===== src/rtl/spi_resp_pkg.sv =====
// Shared types and defaults for the SPI sample responder.
package spi_resp_pkg;

    typedef enum logic [1:0] {
        IDLE  = 2'd0,
        SHIFT = 2'd1,
        DONE  = 2'd2
    } state_t;

    localparam int FRAME_BITS_DEF = 16;

    typedef logic [15:0] sample_t;

    localparam sample_t UNDERRUN_WORD_DEF = 16'h0000;

endpackage


===== src/rtl/spi_resp_fifo.sv =====
// Synchronous sample FIFO: wrap-around pointers plus a separate occupancy count.
module spi_resp_fifo
    import spi_resp_pkg::*;
#(
    parameter int WIDTH = 16,
    parameter int DEPTH = 4
) (
    input  logic                       clk_i,
    input  logic                       rst_n_i,
    input  logic                       push_i,
    input  logic [WIDTH-1:0]           wdata_i,
    input  logic                       pop_i,
    output logic [WIDTH-1:0]           rdata_o,
    output logic                       full_o,
    output logic                       empty_o,
    output logic [$clog2(DEPTH):0]     level_o
);

    localparam int AW = $clog2(DEPTH);
    localparam int LW = AW + 1;

    logic [WIDTH-1:0] mem_q [DEPTH];
    logic [AW-1:0]    wr_ptr_q, rd_ptr_q;
    logic [LW-1:0]    count_q;
    logic             do_push, do_pop;

    assign full_o  = (count_q == LW'(DEPTH));
    assign empty_o = (count_q == '0);
    assign level_o = count_q;
    assign rdata_o = mem_q[rd_ptr_q];

    // A full FIFO refuses the push even when a pop happens in the same cycle.
    assign do_push = push_i & ~full_o;
    assign do_pop  = pop_i & ~empty_o;

    always_ff @(posedge clk_i) begin
        if (do_push) begin
            mem_q[wr_ptr_q] <= wdata_i;
        end
    end

    always_ff @(posedge clk_i or negedge rst_n_i) begin
        if (!rst_n_i) begin
            wr_ptr_q <= '0;
            rd_ptr_q <= '0;
            count_q  <= '0;
        end else begin
            if (do_push) wr_ptr_q <= wr_ptr_q + AW'(1);
            if (do_pop)  rd_ptr_q <= rd_ptr_q + AW'(1);
            case ({do_push, do_pop})
                2'b10:   count_q <= count_q + LW'(1);
                2'b01:   count_q <= count_q - LW'(1);
                default: count_q <= count_q;
            endcase
        end
    end

endmodule


===== src/rtl/spi_sample_responder.sv =====
// SPI responder that shifts one buffered 16-bit sample per CS_b frame, oversampling sclk/CS_b on PCLK.
// Optional counting test pattern source: define SPI_RESP_PATTERN_EN.
module spi_sample_responder
    import spi_resp_pkg::*;
#(
    parameter int                  FRAME_BITS    = FRAME_BITS_DEF,
    parameter int                  FIFO_DEPTH    = 4,
    parameter logic [FRAME_BITS-1:0] UNDERRUN_WORD = FRAME_BITS'(UNDERRUN_WORD_DEF)
) (
    input  logic                          PCLK,
    input  logic                          PRESETn,
    input  logic                          CS_b,
    input  logic                          sclk,
    output logic                          MISO,
    output logic                          MISO_oe,
    input  logic [FRAME_BITS-1:0]         s_data,
    input  logic                          s_valid,
    output logic                          s_ready,
    output logic [$clog2(FIFO_DEPTH):0]   fifo_level,
    input  logic                          clr_status,
`ifdef SPI_RESP_PATTERN_EN
    input  logic                          pattern_mode,
`endif
    output logic                          underrun,
    output logic                          frame_abort
);

    localparam int CW = $clog2(FRAME_BITS);

    logic cs_meta_q, cs_sync_q, cs_hist_q;
    logic sclk_meta_q, sclk_sync_q, sclk_hist_q;
    logic cs_fall, cs_rise, sclk_fall;

    state_t                state_q, state_d;
    logic [FRAME_BITS-1:0] shreg_q, shreg_d;
    logic [CW-1:0]         bit_cnt_q, bit_cnt_d;
    logic                  underrun_q, underrun_d;
    logic                  abort_q, abort_d;
    logic                  set_underrun, set_abort;

    logic                  fifo_pop, fifo_full, fifo_empty;
    logic [FRAME_BITS-1:0] fifo_rdata;

    logic                  use_pattern, pattern_start;
    logic [FRAME_BITS-1:0] pattern_word;

    always_ff @(posedge PCLK or negedge PRESETn) begin
        if (!PRESETn) begin
            cs_meta_q   <= 1'b1;
            cs_sync_q   <= 1'b1;
            cs_hist_q   <= 1'b1;
            sclk_meta_q <= 1'b0;
            sclk_sync_q <= 1'b0;
            sclk_hist_q <= 1'b0;
        end else begin
            cs_meta_q   <= CS_b;
            cs_sync_q   <= cs_meta_q;
            cs_hist_q   <= cs_sync_q;
            sclk_meta_q <= sclk;
            sclk_sync_q <= sclk_meta_q;
            sclk_hist_q <= sclk_sync_q;
        end
    end

    assign cs_fall   =  cs_hist_q & ~cs_sync_q;
    assign cs_rise   = ~cs_hist_q &  cs_sync_q;
    assign sclk_fall =  sclk_hist_q & ~sclk_sync_q;

    spi_resp_fifo #(
        .WIDTH (FRAME_BITS),
        .DEPTH (FIFO_DEPTH)
    ) u_fifo (
        .clk_i   (PCLK),
        .rst_n_i (PRESETn),
        .push_i  (s_valid),
        .wdata_i (s_data),
        .pop_i   (fifo_pop),
        .rdata_o (fifo_rdata),
        .full_o  (fifo_full),
        .empty_o (fifo_empty),
        .level_o (fifo_level)
    );

    assign s_ready = ~fifo_full;

`ifdef SPI_RESP_PATTERN_EN
    sample_t pat_cnt_q;

    always_ff @(posedge PCLK or negedge PRESETn) begin
        if (!PRESETn) begin
            pat_cnt_q <= '0;
        end else if (pattern_start) begin
            pat_cnt_q <= pat_cnt_q + 16'd1;
        end
    end

    assign use_pattern  = pattern_mode;
    assign pattern_word = FRAME_BITS'(pat_cnt_q);
`else
    assign use_pattern  = 1'b0;
    assign pattern_word = '0;
`endif

    always_comb begin
        state_d       = state_q;
        shreg_d       = shreg_q;
        bit_cnt_d     = bit_cnt_q;
        fifo_pop      = 1'b0;
        set_underrun  = 1'b0;
        set_abort     = 1'b0;
        pattern_start = 1'b0;

        // CS_b release ends the frame from any state and outranks a coincident sclk edge.
        if (cs_rise) begin
            state_d = IDLE;
            if (state_q == SHIFT) set_abort = 1'b1;
        end else begin
            case (state_q)
                IDLE: begin
                    if (cs_fall) begin
                        state_d   = SHIFT;
                        bit_cnt_d = '0;
                        if (use_pattern) begin
                            shreg_d       = pattern_word;
                            pattern_start = 1'b1;
                        end else if (fifo_empty) begin
                            shreg_d      = UNDERRUN_WORD;
                            set_underrun = 1'b1;
                        end else begin
                            shreg_d  = fifo_rdata;
                            fifo_pop = 1'b1;
                        end
                    end
                end
                SHIFT: begin
                    if (sclk_fall) begin
                        shreg_d = {shreg_q[FRAME_BITS-2:0], 1'b0};
                        if (bit_cnt_q == CW'(FRAME_BITS - 1)) begin
                            state_d = DONE;
                        end else begin
                            bit_cnt_d = bit_cnt_q + CW'(1);
                        end
                    end
                end
                DONE:    state_d = DONE;
                default: state_d = IDLE;
            endcase
        end

        // Set outranks a coincident clear so no event is lost.
        underrun_d = clr_status ? 1'b0 : underrun_q;
        abort_d    = clr_status ? 1'b0 : abort_q;
        if (set_underrun) underrun_d = 1'b1;
        if (set_abort)    abort_d    = 1'b1;
    end

    always_ff @(posedge PCLK or negedge PRESETn) begin
        if (!PRESETn) begin
            state_q    <= IDLE;
            shreg_q    <= '0;
            bit_cnt_q  <= '0;
            underrun_q <= 1'b0;
            abort_q    <= 1'b0;
        end else begin
            state_q    <= state_d;
            shreg_q    <= shreg_d;
            bit_cnt_q  <= bit_cnt_d;
            underrun_q <= underrun_d;
            abort_q    <= abort_d;
        end
    end

    assign MISO        = (state_q == SHIFT) ? shreg_q[FRAME_BITS-1] : 1'b0;
    assign MISO_oe     = (state_q != IDLE);
    assign underrun    = underrun_q;
    assign frame_abort = abort_q;

endmodule

===== config.mk =====
export PLATFORM = sky130hd
export DESIGN_NAME = spi_sample_responder
export DESIGN_NICKNAME = d
export VERILOG_FILES = /design/src/rtl/spi_resp_pkg.sv /design/src/rtl/spi_resp_fifo.sv /design/src/rtl/spi_sample_responder.sv
export SDC_FILE = /design/constraint.sdc
export NUM_CORES = 1
export LEC_CHECK = 0
export BUFFER_PORTS_ARGS = -buffer_cell sky130_fd_sc_hd__buf_2
export CAP_MARGIN = 20
export CORE_ASPECT_RATIO = 0.6
export CORE_UTILIZATION = 64
export CTS_CLUSTER_SIZE = 16
export DETAILED_ROUTE_END_ITERATION = 8
export PLACE_DENSITY = 0.84
export SLEW_MARGIN = 5
export SYNTH_ARGS = -nofsm -noshare
export SYNTH_HDL_FRONTEND = slang
export SYNTH_SLANG_ARGS = --single-unit

===== constraint.sdc =====
create_clock -name PCLK -period 5.5 [get_ports PCLK]
set_clock_uncertainty 0.2 [all_clocks]
set_input_delay 0.55 -clock PCLK [delete_from_list [all_inputs] [get_ports PCLK]]
set_output_delay 0.55 -clock PCLK [all_outputs]
set_load 0.02 [all_outputs]

==> Word-level counts from Yosys, hierarchy flattened <==
Memory sizes are Yosys's and may differ from the RTL's.
Cells that the tools add are included.
{ "word_totals": {"ff_bits": 37, "input_bits": 22, "memories": 1, "latch_bits": 0, "mem_bits_rw": 64, "rom_bits": 0} }
{ "op_classes": {"n_bitwise": 11, "add_sub_neg": 5, "reduce_logical": 10, "magnitude_cmp": 0, "mul": 0, "mux": 30, "n_eq_ne": 12, "n_shift": 0, "div": 0} }
{ "memory_table": {"columns": ["name", "depth", "width", "rd", "rd_ports_with_merged_regs", "wr", "line_no", "rtl"], "rows": [
  ["u_fifo.mem_q", 4, 16, 1, 0, 1, "spi_resp_fifo.sv:22", "logic [WIDTH-1:0] mem_q [DEPTH];"]
]} }
{ "ops": {"columns": ["op", "count"], "rows": [
  ["two-way mux 16 bit", 3],
  ["one-hot mux 16 bit (2 select lines)", 1],
  ["two-way mux 1 bit", 16],
  ["two-way mux 4 bit", 3],
  ["nonzero test 2 bit", 5],
  ["two-way mux 2 bit", 4],
  ["one-hot mux 4 bit (2 select lines)", 1],
  ["!= test 2 bit (second input constant)", 3],
  ["!= test 3 bit (second input constant)", 2],
  ["NOT 1 bit", 6],
  ["one-hot mux 2 bit (3 select lines)", 1],
  ["one-hot mux 3 bit (2 select lines)", 1],
  ["AND 1 bit", 5],
  ["AND reduction 5 bit", 1],
  ["adder 2 x 1 -> 2 bit (second input constant)", 2],
  ["adder 4 x 1 -> 4 bit (second input constant)", 1],
  ["equality test 2 x 1 -> 1 bit (second input constant)", 2],
  ["equality test 2 bit (second input constant)", 2],
  ["equality test 4 bit (second input constant)", 1],
  ["AND reduction 4 bit", 1],
  ["adder 3 x 1 -> 3 bit (second input constant)", 1],
  ["equality test 3 bit (second input constant)", 1],
  ["zero test 3 bit", 1],
  ["!= test 3 x 2 -> 1 bit (second input constant)", 1],
  ["3 further kinds", 3]
]} }

==> Depth between registers and ports, before layout <==
{ "logic_depth": {"ltp_word": 8, "depth_mapped": 10} }

==> Hierarchy <==
From an unflattened synthesis, not the netlist that was laid out.
{ "unflattened": {"hier_cells": 260, "hier_area_um2": 4127.7} }
{ "modules_own_cells": {"columns": ["mod", "area_per_inst_um2", "instances", "cells_each", "seq_area_each_um2"], "rows": [
  ["spi_resp_fifo", 2737.6, 1, 122, 2097.0],
  ["spi_sample_responder", 1390.1, 1, 138, 754.5]
]} }

==> Least setup slack after synthesis <==
Ideal clock, no wire load.
{ "synth_timing": {"kind": "register to register", "startpoint": "register cs_hist_q", "endpoint": "register u_fifo.count_q[2] (netlist: u_fifo.level_o[2])", "path_buffers": 0, "setup_time_ns": 0.080, "period_less_slack_ns": 2.486, "t_arrival_ns": 2.206, "stages_incl_launch_ff": 11, "setup_slack_ns": 3.014, "path_cell_list": "dfstp_2 -> inv_1 -> ha_1 -> nand3b_1 -> nor2_1 -> ha_1 -> inv_1 -> fa_1 -> xor2_1 -> nor2_1 -> xor2_1"} }
{ "synth_via": {"elab_chain_cells": 7, "word_cells_on_any_way": 11} }
{ "synth_rtl": {"columns": ["item", "line_no", "rtl"], "rows": [
  ["start, declared", "spi_sample_responder.sv:30", "logic cs_meta_q, cs_sync_q, cs_hist_q;"],
  ["start signal, assigned", "spi_sample_responder.sv:58", "cs_hist_q <= cs_sync_q;"],
  ["AND 1 bit", "spi_sample_responder.sv:65", "assign cs_fall = cs_hist_q & ~cs_sync_q;"],
  ["two-way mux 1 bit", "spi_sample_responder.sv:120", "if (cs_fall) begin"],
  ["two-way mux 1 bit", "spi_sample_responder.sv:118", "case (state_q)"],
  ["two-way mux 1 bit *", "spi_sample_responder.sv:114", "if (cs_rise) begin"],
  ["AND 1 bit *", "spi_resp_fifo.sv:34", "assign do_pop = pop_i & ~empty_o;"],
  ["named net u_fifo.do_pop", "spi_resp_fifo.sv:25", "logic do_push, do_pop;"],
  ["equality test 2 x 1 -> 1 bit / equality test 2 bit (equally long branches)", "spi_resp_fifo.sv:50", "case ({do_push, do_pop})"],
  ["one-hot mux 3 bit (2 select lines) / nonzero test 2 bit (equally long branches)", null, null],
  ["end signal, assigned", "spi_resp_fifo.sv:51", "2'b10: count_q <= count_q + LW'(1);"],
  ["end signal, assigned", "spi_resp_fifo.sv:52", "2'b01: count_q <= count_q - LW'(1);"],
  ["end signal, assigned", "spi_resp_fifo.sv:53", "default: count_q <= count_q;"],
  ["end, declared", "spi_resp_fifo.sv:24", "logic [LW-1:0] count_q;"]
]} }
The timed path passes the listed nets; every way through them passes the cells marked *.
A chain may end at the register's enable or synchronous reset.

==> Worst setup path after layout <==
{ "layout_timing": {"startpoint": "register state_q[1]", "endpoint": "register bit_cnt_q[1]"} }
{ "layout_via": {"elab_chain_cells": 3, "word_cells_on_any_way": 8} }
{ "layout_rtl": {"columns": ["item", "line_no", "rtl"], "rows": [
  ["start, declared", "spi_sample_responder.sv:34", "state_t state_q, state_d;"],
  ["start signal, assigned", "spi_sample_responder.sv:165", "state_q <= state_d;"],
  ["equality test 2 x 1 -> 1 bit / zero test 2 bit (equally long branches)", "spi_sample_responder.sv:118", null],
  ["!= test 2 bit (no source line) / nonzero test 2 bit (equally long branches)", null, null],
  ["AND reduction 5 bit (no source line)", null, null],
  ["end signal, assigned", "spi_sample_responder.sv:167", "bit_cnt_q <= bit_cnt_d;"],
  ["end, declared", "spi_sample_responder.sv:36", "logic [CW-1:0] bit_cnt_q, bit_cnt_d;"]
]} }
Parallel ways exist; a longest one is shown, timed or not.

==> summary.md <==
| Metric | Value |
|---|---|
| Status | finished clean |
| Placed cell area | 4320 um2 |
| CTS Buf Count | 9 |
| Slew HR | 0.331 |
| Most used flip-flop cell after synthesis | edfxtp_1 |
| FP Rows | 22 |
| CP Class | reg -> reg |
| Initial cell density of the core | 0.667 |
| First-pass GRT wire length | 11.4 mm |
| Hold buffers post-CTS | 0 |
| Worst vdd ir | 0.289 mV |
| RSZ-0062 raised after global routing | no |
| Mean area per synthesized cell | 16.0 um2 |
| Drt drc | 0 |
| Top cells by area, synth | edfxtp_1 (47%), dfrtp_1 (21%), mux4_2 (8.8%) |
| Critical path arrival | 3170 ps |
| Cell with the most instances after synthesis | edfxtp_1 |
| Mapped Area | 4110 um2 |
| Final setup TNS | 0 ps |
| Vias per cell | 6.02 |
| Final Critical Period | 3090 ps |
| Largest net degree at the start of global routing | 38 |
| Max-cap violations | 0 |
| Critical Path Sink Type | register |
| Final ANT Viol Nets | 0 |
| Final period utilization | 0.562 |
| Hold WS | 77.0 ps |
| Vias in the first global route | 2165 |
| Pre-antenna DRT Iters | 4 |
| Commonest cells in the netlist | edfxtp_1 (64), dfrtp_1 (34), nand2_1 (20) |
| Worst Tran Pin Value | 1000 ps |
| Clk root buf | clkbuf_8 |
| Buffers on Ports | 29 |
| FF+latch count, synth | 101 |
| H-tree levels | 3 |
| Critical Path Fanout Max | 30 |
| Final-stage net count | 322 |
| Syn Inst Count | 257 |
| GRT overflow | 0 |
| Slew Viols, Final | 0 |
| Cell Pwr Density | 526 nW/um2 |
| Die width | 106 um |
| Hold WC Path Type | in -> async |
| Die Area | 6760 um2 |
| WL final | 7.08 mm |
| Core ar. | 6170 um2 |
| Setup violations, final | 0 |
| Layout cells sized above 1 | 0.235 |
| Yosys warns | 0 |
| Most area-hungry cell type in the Yosys netlist | edfxtp_1 |
| Register area share after synthesis | 0.693 |
| CTS tree | yes |
| Area Growth Syn to Fin | 11.6% |
| Placer Congestion | 0.771 |
| ANT cells | 0 |
| Longest Clk Path Bufs | 2 |
| CP startpoint kind | register |
| Fmax | 323 MHz |
| Wire length per cell | 18.8 um |
| Die height | 64.1 um |
| Clock-pin slew on the worst setup and hold paths | 90 ps |
| Post-CTS Setup Bufs | 0 |
| Final hold vios | 0 |
| Post-synth cell types | 37 |
| Crit path required time | 5570 ps |
| Resized Gates After CTS | 0 |
| Syn Nets | 291 |
| Share of the synthesized area in the top cell type | 0.467 |
| Ys async rst share | 0.366 |
| Clk_lat worst skew | 360 ps |
| Iteration-0 DRC Markers | 204 |
| HPWL after DPL | 4.66 mm |
| Fillers | 395 |
| Top-level port count | 30 |
| Leak Pwr | 1.79 nW |
| Post-synth EDFFs | 64 |
| Total track usage | 0.234 |
| Total vias in the final route | 2270 |
| Cell area after layout | 4590 um2 |
| Initial antenna violation count | 0 |
| Clock Sinks | 101 |
==> critical path, cell delays in order (launching register included) <==
cell,delay (ps)
dfrtp_1,380
inv_1,120
ha_1,840
nor2_1,220
a2111oi_4,870
nand4_1,190
o211ai_1,180
==> flip-flops by register name (all words and copies together), names as in the netlist, 2 cells and up <==
| name | count |
|---|---|
| u_fifo.mem_q | 64 |
| shreg_q | 16 |
| bit_cnt_q | 4 |
| u_fifo.level_o | 3 |
| state_q | 2 |
| u_fifo.rd_ptr_q | 2 |
| u_fifo.wr_ptr_q | 2 |
==> path summary, 6_finish.rpt <==
check                            startpoint                  to  slack (ps)  cells after the start
worst max-delay path             state_q[1]        bit_cnt_q[1]        2410                      6
worst min-delay path                PRESETn        bit_cnt_q[3]          80                      1
min in group PCLK                      CS_b           cs_meta_q          80                      1
worst max register to register   state_q[1]        bit_cnt_q[1]        2410                      6
max in group asynchronous           PRESETn  u_fifo.wr_ptr_q[1]        4510                      1
worst min register to register  sclk_meta_q         sclk_sync_q         160                      0
==> report_power, final <==
part           internal, mW  switching, mW  leakage (nW)
logic                 0.303          0.389         0.611
clock network         0.320          0.251         0.130
registers              1.01          0.138          1.05
total                  1.64          0.778          1.79
==> cells in the final DEF, fill, tap and decap left out, drive strengths merged, types with 11 or more instances in the layout <==
| master | Yosys | layout |
|---|---|---|
| nand2 | 20 | 20 |
| ha | 11 | 11 |
| dfrtp | 34 | 34 |
| edfxtp | 64 | 64 |
| mux4 | 16 | 16 |
| nor2 | 13 | 13 |
| inv | 12 | 14 |
| nand3 | 16 | 16 |
| a22oi | 11 | 11 |
| buf | 5 | 31 |
==> cells by family (layout without fill, tap and decap cells) <==
kind of cell	Yosys count	after routing	share of synthesized area
AOI/OAI and AO/OA	31	31	0.0617
DFF	101	101	0.693
and+or+nand+nor	67	67	0.0800
muxes	17	17	0.0903
buffers and inverters	23	59	0.0237
xor gates and xnor gates	6	6	0.0128
adders and majority gates	12	12	0.0383
==> through the flow <==
step / utilization / cells / worst slack (ps) / total power [mW]
after floorplan: - / 257 / 3010 / 1.66
after detailed placement: 0.700 / 360 / 2460 / 1.85
final: 0.744 / 377 / 2410 / 2.41
after global placement: 0.700 / 360 / 2550 / 1.81
after CTS: 0.742 / 376 / 2390 / 2.42
after global routing: 0.744 / 377 / 2150 / 2.55
==> area by class of cell <==
class | count | area (um2) | share of cell area
sequential | 101 | 2850 | 0.621
multi-input combinational | 133 | 1160 | 0.254
inverter | 12 | 45.0 | 0.00981
timing repair buffer | 31 | 168 | 0.0365
tap | 84 | 105 | 0.0229
clock inverter | 6 | 118 | 0.0256
clock buffer | 10 | 138 | 0.0300
==> routing by layer <==
metal  track usage  vias up  wire length (um)
li1              -     1042                 -
met1         0.335     1149              3170
met2         0.356       69              3440
met3        0.0704       10               393
met4        0.0694        0                76
met5             0        -                 0
No activity file was read; power rests on OpenSTA's default activity.
